<file path="config.mk">
export PLATFORM = sky130hd
export DESIGN_NAME = arc4_stream_core
export DESIGN_NICKNAME = d
export VERILOG_FILES = /design/src/rtl/arc4_pkg.sv /design/src/rtl/arc4_sbox_ram.sv /design/src/rtl/arc4_stream_core.sv
export SDC_FILE = /design/constraint.sdc
export NUM_CORES = 2
export LEC_CHECK = 0
export CAP_MARGIN = 20
export CORE_AREA = 2 2 417 419
export DETAILED_ROUTE_END_ITERATION = 16
export DIE_AREA = 0 0 419 421
export PLACE_DENSITY = 0.64
export SLEW_MARGIN = 5
export SYNTH_ARGS = -nofsm -noshare
export SYNTH_HDL_FRONTEND = slang
export SYNTH_SLANG_ARGS = --single-unit
</file>
<file path="constraint.sdc">
create_clock -name clk -period 26.3 [get_ports clk]
set_clock_uncertainty 0.15 [all_clocks]
set_input_delay 3.945 -clock clk [delete_from_list [all_inputs] [get_ports clk]]
set_output_delay 3.945 -clock clk [all_outputs]
set_load 0.05 [all_outputs]
</file>
<file path="src/rtl/arc4_pkg.sv">
// Shared types and constants for the ARC4 stream decrypt core.
package arc4_pkg;

  typedef enum logic [2:0] {
    IDLE,
    INIT,
    KSA,
    LEN,
    PRGA
  } state_t;

  typedef enum logic [2:0] {
    C1,
    C2,
    C3,
    C4,
    C5
  } phase_t;

  localparam logic [7:0] ASCII_LO   = 8'h20;
  localparam logic [7:0] ASCII_HI   = 8'h7E;
  localparam int         SBOX_DEPTH = 256;

  function automatic logic is_printable(input logic [7:0] b);
    return (b >= ASCII_LO) && (b <= ASCII_HI);
  endfunction

endpackage

</file>
<file path="src/rtl/arc4_sbox_ram.sv">
// 256x8 single-port synchronous RAM holding the ARC4 permutation.
module arc4_sbox_ram
  import arc4_pkg::*;
(
  input  logic       clk,
  input  logic [7:0] addr,
  input  logic [7:0] wrdata,
  input  logic       wren,
  output logic [7:0] q
);

  logic [7:0] mem [0:SBOX_DEPTH-1];

  always_ff @(posedge clk) begin
    if (wren) mem[addr] <= wrdata;
    q <= mem[addr];
  end

endmodule

</file>
<file path="src/rtl/arc4_stream_core.sv">
// ARC4 decrypt core: init, key schedule and keystream generation over one
// single-port S-box, with a length-prefixed ciphertext/plaintext stream.
module arc4_stream_core
  import arc4_pkg::*;
#(
  parameter int KEY_BYTES   = 3,
  parameter int CHECK_ASCII = 1,
  parameter int MAX_LEN     = 255
) (
  input  logic                   clk,
  input  logic                   rst_n,
  input  logic                   en,
  output logic                   rdy,
  input  logic [8*KEY_BYTES-1:0] key,
  input  logic                   halt,
  input  logic                   ct_valid,
  input  logic [7:0]             ct_data,
  output logic                   ct_ready,
  output logic                   pt_valid,
  output logic [7:0]             pt_data,
  input  logic                   pt_ready,
  output logic                   done,
  output logic                   fail
);

  localparam int            KW        = (KEY_BYTES > 1) ? $clog2(KEY_BYTES) : 1;
  localparam logic [KW-1:0] KEY_LAST  = KW'(KEY_BYTES - 1);
  localparam logic [8:0]    LEN_LIMIT = 9'(MAX_LEN);

  state_t        state, state_n;
  phase_t        phase, phase_n;
  logic [7:0]    i, i_n;
  logic [7:0]    j, j_n;
  logic [7:0]    si, si_n;
  logic [7:0]    sj, sj_n;
  logic [7:0]    pad, pad_n;
  logic [7:0]    len, len_n;
  logic [7:0]    cnt, cnt_n;
  logic [KW-1:0] kidx, kidx_n;
  logic [7:0]    key_arr   [KEY_BYTES];
  logic [7:0]    key_arr_n [KEY_BYTES];
  logic          done_n, fail_n, pt_valid_n;
  logic [7:0]    pt_data_n;

  logic [7:0]    ram_addr, ram_wdata, ram_q;
  logic          ram_wren;
  logic [7:0]    t, plain, j_sum;

  arc4_sbox_ram u_sbox (
    .clk    (clk),
    .addr   (ram_addr),
    .wrdata (ram_wdata),
    .wren   (ram_wren),
    .q      (ram_q)
  );

  assign rdy = (state == IDLE);

  // Control state: cleared by reset and by halt alike.
  always_ff @(posedge clk) begin
    if (!rst_n || halt) begin
      state    <= IDLE;
      phase    <= C1;
      done     <= 1'b0;
      fail     <= 1'b0;
      pt_valid <= 1'b0;
    end else begin
      state    <= state_n;
      phase    <= phase_n;
      done     <= done_n;
      fail     <= fail_n;
      pt_valid <= pt_valid_n;
    end
  end

  always_ff @(posedge clk) begin
    i       <= i_n;
    j       <= j_n;
    si      <= si_n;
    sj      <= sj_n;
    pad     <= pad_n;
    len     <= len_n;
    cnt     <= cnt_n;
    kidx    <= kidx_n;
    key_arr <= key_arr_n;
    pt_data <= pt_data_n;
  end

  always_comb begin
    state_n    = state;
    phase_n    = phase;
    i_n        = i;
    j_n        = j;
    si_n       = si;
    sj_n       = sj;
    pad_n      = pad;
    len_n      = len;
    cnt_n      = cnt;
    kidx_n     = kidx;
    key_arr_n  = key_arr;
    done_n     = done;
    fail_n     = fail;
    pt_valid_n = pt_valid;
    pt_data_n  = pt_data;
    ram_addr   = i;
    ram_wdata  = i;
    ram_wren   = 1'b0;
    ct_ready   = 1'b0;
    t          = si + sj;
    plain      = pad ^ ct_data;
    j_sum      = j + ram_q;

    if (pt_valid && pt_ready) pt_valid_n = 1'b0;

    case (state)
      IDLE: begin
        if (en) begin
          for (int b = 0; b < KEY_BYTES; b++)
            key_arr_n[b] = key[8*(KEY_BYTES-1-b) +: 8];
          done_n  = 1'b0;
          fail_n  = 1'b0;
          i_n     = 8'd0;
          state_n = INIT;
        end
      end

      INIT: begin
        ram_addr  = i;
        ram_wdata = i;
        ram_wren  = 1'b1;
        i_n       = i + 8'd1;
        if (i == 8'hFF) begin
          state_n = KSA;
          phase_n = C1;
          j_n     = 8'd0;
          kidx_n  = '0;
        end
      end

      KSA: begin
        case (phase)
          C1: begin
            ram_addr = i;
            phase_n  = C2;
          end
          C2: begin
            si_n     = ram_q;
            j_sum    = j + ram_q + key_arr[kidx];
            j_n      = j_sum;
            ram_addr = j_sum;
            phase_n  = C3;
          end
          C3: begin
            sj_n      = ram_q;
            ram_addr  = i;
            ram_wdata = ram_q;
            ram_wren  = 1'b1;
            phase_n   = C4;
          end
          default: begin
            ram_addr  = j;
            ram_wdata = si;
            ram_wren  = 1'b1;
            i_n       = i + 8'd1;
            kidx_n    = (kidx == KEY_LAST) ? '0 : kidx + 1'b1;
            phase_n   = C1;
            if (i == 8'hFF) state_n = LEN;
          end
        endcase
      end

      LEN: begin
        if (phase == C1) begin
          ct_ready = 1'b1;
          if (ct_valid) begin
            len_n = ct_data;
            if ({1'b0, ct_data} > LEN_LIMIT) begin
              fail_n  = 1'b1;
              done_n  = 1'b1;
              state_n = IDLE;
            end else begin
              pt_data_n  = ct_data;
              pt_valid_n = 1'b1;
              phase_n    = C2;
            end
          end
        end else if (pt_ready) begin
          if (len == 8'd0) begin
            done_n  = 1'b1;
            state_n = IDLE;
          end else begin
            state_n = PRGA;
            phase_n = C1;
            i_n     = 8'd0;
            j_n     = 8'd0;
            cnt_n   = 8'd0;
          end
        end
      end

      PRGA: begin
        case (phase)
          C1: begin
            i_n      = i + 8'd1;
            ram_addr = i + 8'd1;
            phase_n  = C2;
          end
          C2: begin
            si_n     = ram_q;
            j_n      = j_sum;
            ram_addr = j_sum;
            phase_n  = C3;
          end
          // The pad read happens before the swap writes so the single port
          // suffices; C4 patches the pre-swap value for t==i / t==j.
          C3: begin
            sj_n     = ram_q;
            ram_addr = si + ram_q;
            phase_n  = C4;
          end
          C4: begin
            ram_addr  = i;
            ram_wdata = sj;
            ram_wren  = 1'b1;
            if (t == j)      pad_n = si;
            else if (t == i) pad_n = sj;
            else             pad_n = ram_q;
            phase_n = C5;
          end
          default: begin
            ram_addr  = j;
            ram_wdata = si;
            ram_wren  = 1'b1;
            if (cnt == len) begin
              if (pt_valid && pt_ready) begin
                done_n  = 1'b1;
                state_n = IDLE;
              end
            end else if (!pt_valid) begin
              ct_ready = 1'b1;
              if (ct_valid) begin
                cnt_n = cnt + 8'd1;
                if ((CHECK_ASCII != 0) && !is_printable(plain)) begin
                  fail_n  = 1'b1;
                  done_n  = 1'b1;
                  state_n = IDLE;
                end else begin
                  pt_data_n  = plain;
                  pt_valid_n = 1'b1;
                  if ((cnt + 8'd1) != len) phase_n = C1;
                end
              end
            end
          end
        endcase
      end

      default: state_n = IDLE;
    endcase

    if (halt || !rst_n) ct_ready = 1'b0;
  end

endmodule

</file>
==> flow_metrics.env <==
export IMPL_cts_setup_buffers=0
export IMPL_syn_inst=4911
export IMPL_r2r_worst_path_cells=18
export IMPL_cp_max_fo=8
export IMPL_globalRouteMet1Util_pct=35.0
export IMPL_start_kind="primary input"
export IMPL_pin_count=51
export IMPL_die_w_um=419
export IMPL_synth_top_cell_area_share_pct=75.1
export IMPL_coreArea_mm2=0.172
export IMPL_synth_edf_count=2138
export IMPL_grt_max_degree=213
export IMPL_synthTopCellsByCount="edfxtp_1, a22o_1, o21ai_0"
export IMPL_cap_violations=0
export IMPL_clockPowerShare_pct=39.0
export IMPL_async_flop_share_pct=0
export IMPL_ys_warnings_count=0
export IMPL_synth_top_family_by_area="compound AO/OA/AOI/OAI gates"
export IMPL_row_count=153
export IMPL_synth_most_common_cell="edfxtp_1"
export IMPL_critPathArrivalTime_ps=5680
export IMPL_synth_area_leaders="edfxtp_1, a22o_1, mux4_2"
export IMPL_num_vias=47464
export IMPL_vdd_drop_max_uv=69.2
export IMPL_fin_crit_sh_pct=37.2
export IMPL_p_leak_uw=0.0297
export IMPL_max_slew_worst_pin_slew_ps=1420
export IMPL_dp_hpwl_um=124000
export IMPL_cts_root_buf="clkbuf_16"
export IMPL_timing_rr_start="kidx[1]"
export IMPL_comb_power_share_pct=9.9
export IMPL_pwr_share_seq_pct=51.1
export IMPL_wl_um=218000
export IMPL_synth_simple_area_share_pct=3.56
export IMPL_die_h_um=421
export IMPL_clk_pin_slew_worst_paths_ps=60
export IMPL_nets=4979
export IMPL_busiest_layer="met2"
export IMPL_dieArea_mm2=0.176
export IMPL_fin_crit_ps=9770
export IMPL_synth_compound_area_share_pct=12.1
export IMPL_r2r_end="u_sbox.q[0]"
export IMPL_drtIter0Drc=6067
export IMPL_yosysSeqAreaShare_pct=75.5
export IMPL_finalHoldViolations=0
export IMPL_port_buffers=50
export IMPL_crit_path_start="halt"
export IMPL_ys_types=82
export IMPL_clock_latency_ps=860
export IMPL_synth_area_leader_cell="edfxtp_1"
export IMPL_slew_limit_headroom_pct=5.38
export IMPL_cts_tree="done"
export IMPL_gr_total_overflow=0
export IMPL_p_switching_uw=1800
export IMPL_rsz0062_at_grt="false"
export IMPL_final_antenna_net_count=0
export IMPL_fin_setup_tns_ps=0
export IMPL_ys_seq_elements=2155
export IMPL_start_util_pct=49.6
export IMPL_use_met3_pct=4.25
export IMPL_routabilityCongestion=0.865
export IMPL_nFillCells=13079
export IMPL_synthMuxAreaShare_pct=5.51
export IMPL_clockBufferDepth=3
export IMPL_synth_xor_area_share_pct=0.847
export IMPL_area_growth_syn_to_layout_pct=11.1
export IMPL_reg2reg_slack_ps=18650
export IMPL_routed_via_density=6.41
export IMPL_clock_fmax_mhz=102
export IMPL_wl_per_cell_um=29.5
export IMPL_cts_resized=0
export IMPL_p_sw_share_pct=23.8
export IMPL_htreeDepth=4
export IMPL_grt_pass1_vias=45519
export IMPL_status="completed"
export IMPL_setup_violations=0
export IMPL_netlist_area_mm2=0.0855
export IMPL_met2_usage_pct=37.7
export IMPL_synthesis_nets=4984
export IMPL_grtUsageTotal_pct=24.4
export IMPL_grt_pass1_wl_um=316000
export IMPL_clock_sinks=2155
export IMPL_firstDrtPassIters=6
export IMPL_antenna_found_initial=5
export IMPL_hp_class="register to register"
export IMPL_holdWs_ps=326
export IMPL_drcViolationCount=0
export IMPL_path_class="primary input to output port"
export IMPL_critPathRequiredTime_ps=22210
export IMPL_drv_slew=0
export IMPL_synth_area_per_cell_um2=17.4
export IMPL_end_kind="output port"
export IMPL_critPathCapture="ct_ready"
export IMPL_p_int_uw=5760
export IMPL_cts_hold_buf=0
export IMPL_synthAdderAreaFrac_pct=0.547
export IMPL_numCtsBuffers=209
export IMPL_power_density_mw_per_mm2=79.5
export IMPL_layout_drive_gt1_share_pct=13.0
export IMPL_synth_flop_cell="edfxtp_1"
[state kept, by name, summed over array words and instances (netlist names)]
signal and count:
cnt 8, done 1, fail 1, i 8, j 8, key_arr 24
kidx 2, len 8, pad 8, phase 3, pt_data 8, pt_valid 1
si 8, sj 8, state 3, u_sbox.mem 2048, u_sbox.q 8
[routing by layer]
layer | wire [µm] | share of wire, %
met5 | 94 | 0.043
met4 | 8120 | 3.7
met3 | 18300 | 8.4
met2 | 102000 | 47
met1 | 90100 | 41
[layout make-up]
type                       count  area (µm²)  share of cell area [%]
clock buffer                 262        5550                    5.84
clock inverter               120        1140                    1.20
antenna                        3        7.51                 0.00790
inverter                      22        82.6                  0.0869
tap                         2325        2910                    3.06
sequential                  2155       64500                    67.9
timing repair buffer         146        1310                    1.37
multi-input combinational   2372       19500                    20.5
[worst max-delay path, stage by stage]
cell,delay (ps)
clkdlybuf4s50_1,410
inv_1,80
nand2_1,190
a21oi_1,210
clkdlybuf4s50_1,840
[cell usage in the layout (no fill, tap or decap), drive strengths merged, types with 13 or more instances in the layout]
cell,count
nand3,122
nor2,318
inv,31
dfxtp,17
nor3,22
a41oi,64
nor4,13
bufinv,18
clkdlybuf4s50,50
nand4,56
ha,31
xnor2,55
clkinv,85
o21ai,353
o211ai,100
a22o,658
buf,95
mux2i,13
a41o,16
a21oi,53
nand2,80
clkbuf,263
xor2,25
mux4,195
mux2,17
edfxtp,2138
o311ai,17
[worst min-delay path by stage]
stage	from	end	cells after the start
floorplan	u_sbox.q[5]	si[5]	0
global placement	done	done	2
detailed placement	done	done	2
CTS	done	done	2
global route	fail	fail	2
finish	done	done	2
[kinds of logic after synthesis]
| group | after synthesis |
|---|---|
| AO/OA/AOI/OAI | 1368 |
| adder cells (fa/ha/maj) | 35 |
| XOR/XNOR | 81 |
| AND/OR/NAND/NOR | 663 |
| buffers and inverters | 384 |
| flip-flops | 2155 |
| multiplexers | 225 |
[stage by stage]
| step | cell area (µm²) | utilization, % | worst slack [ps] | instances | total power [µW] |
|---|---|---|---|---|---|
| CTS | 95000 | 55.1 | 16530 | 7399 | 7580 |
| finish | 95100 | 55.1 | 16530 | 7405 | 7560 |
| global placement | 88300 | 51.2 | 16520 | 7013 | 4660 |
| floorplan | 85500 | - | 16750 | 4911 | 4430 |
| global route | 95100 | 55.1 | 16460 | 7402 | 7750 |
| detailed placement | 88300 | 51.2 | 16540 | 7017 | 4680 |
[power by group through the flow]
stage / Clock (µW) / Combinational (µW) / Sequential [µW]
global placement: 0 / 733 / 3930
global route: 3100 / 798 / 3860
finish: 2940 / 752 / 3860
detailed placement: 0 / 744 / 3930
floorplan: 0 / 478 / 3950
CTS: 2970 / 748 / 3860
(Power assumes the default switching activity.)
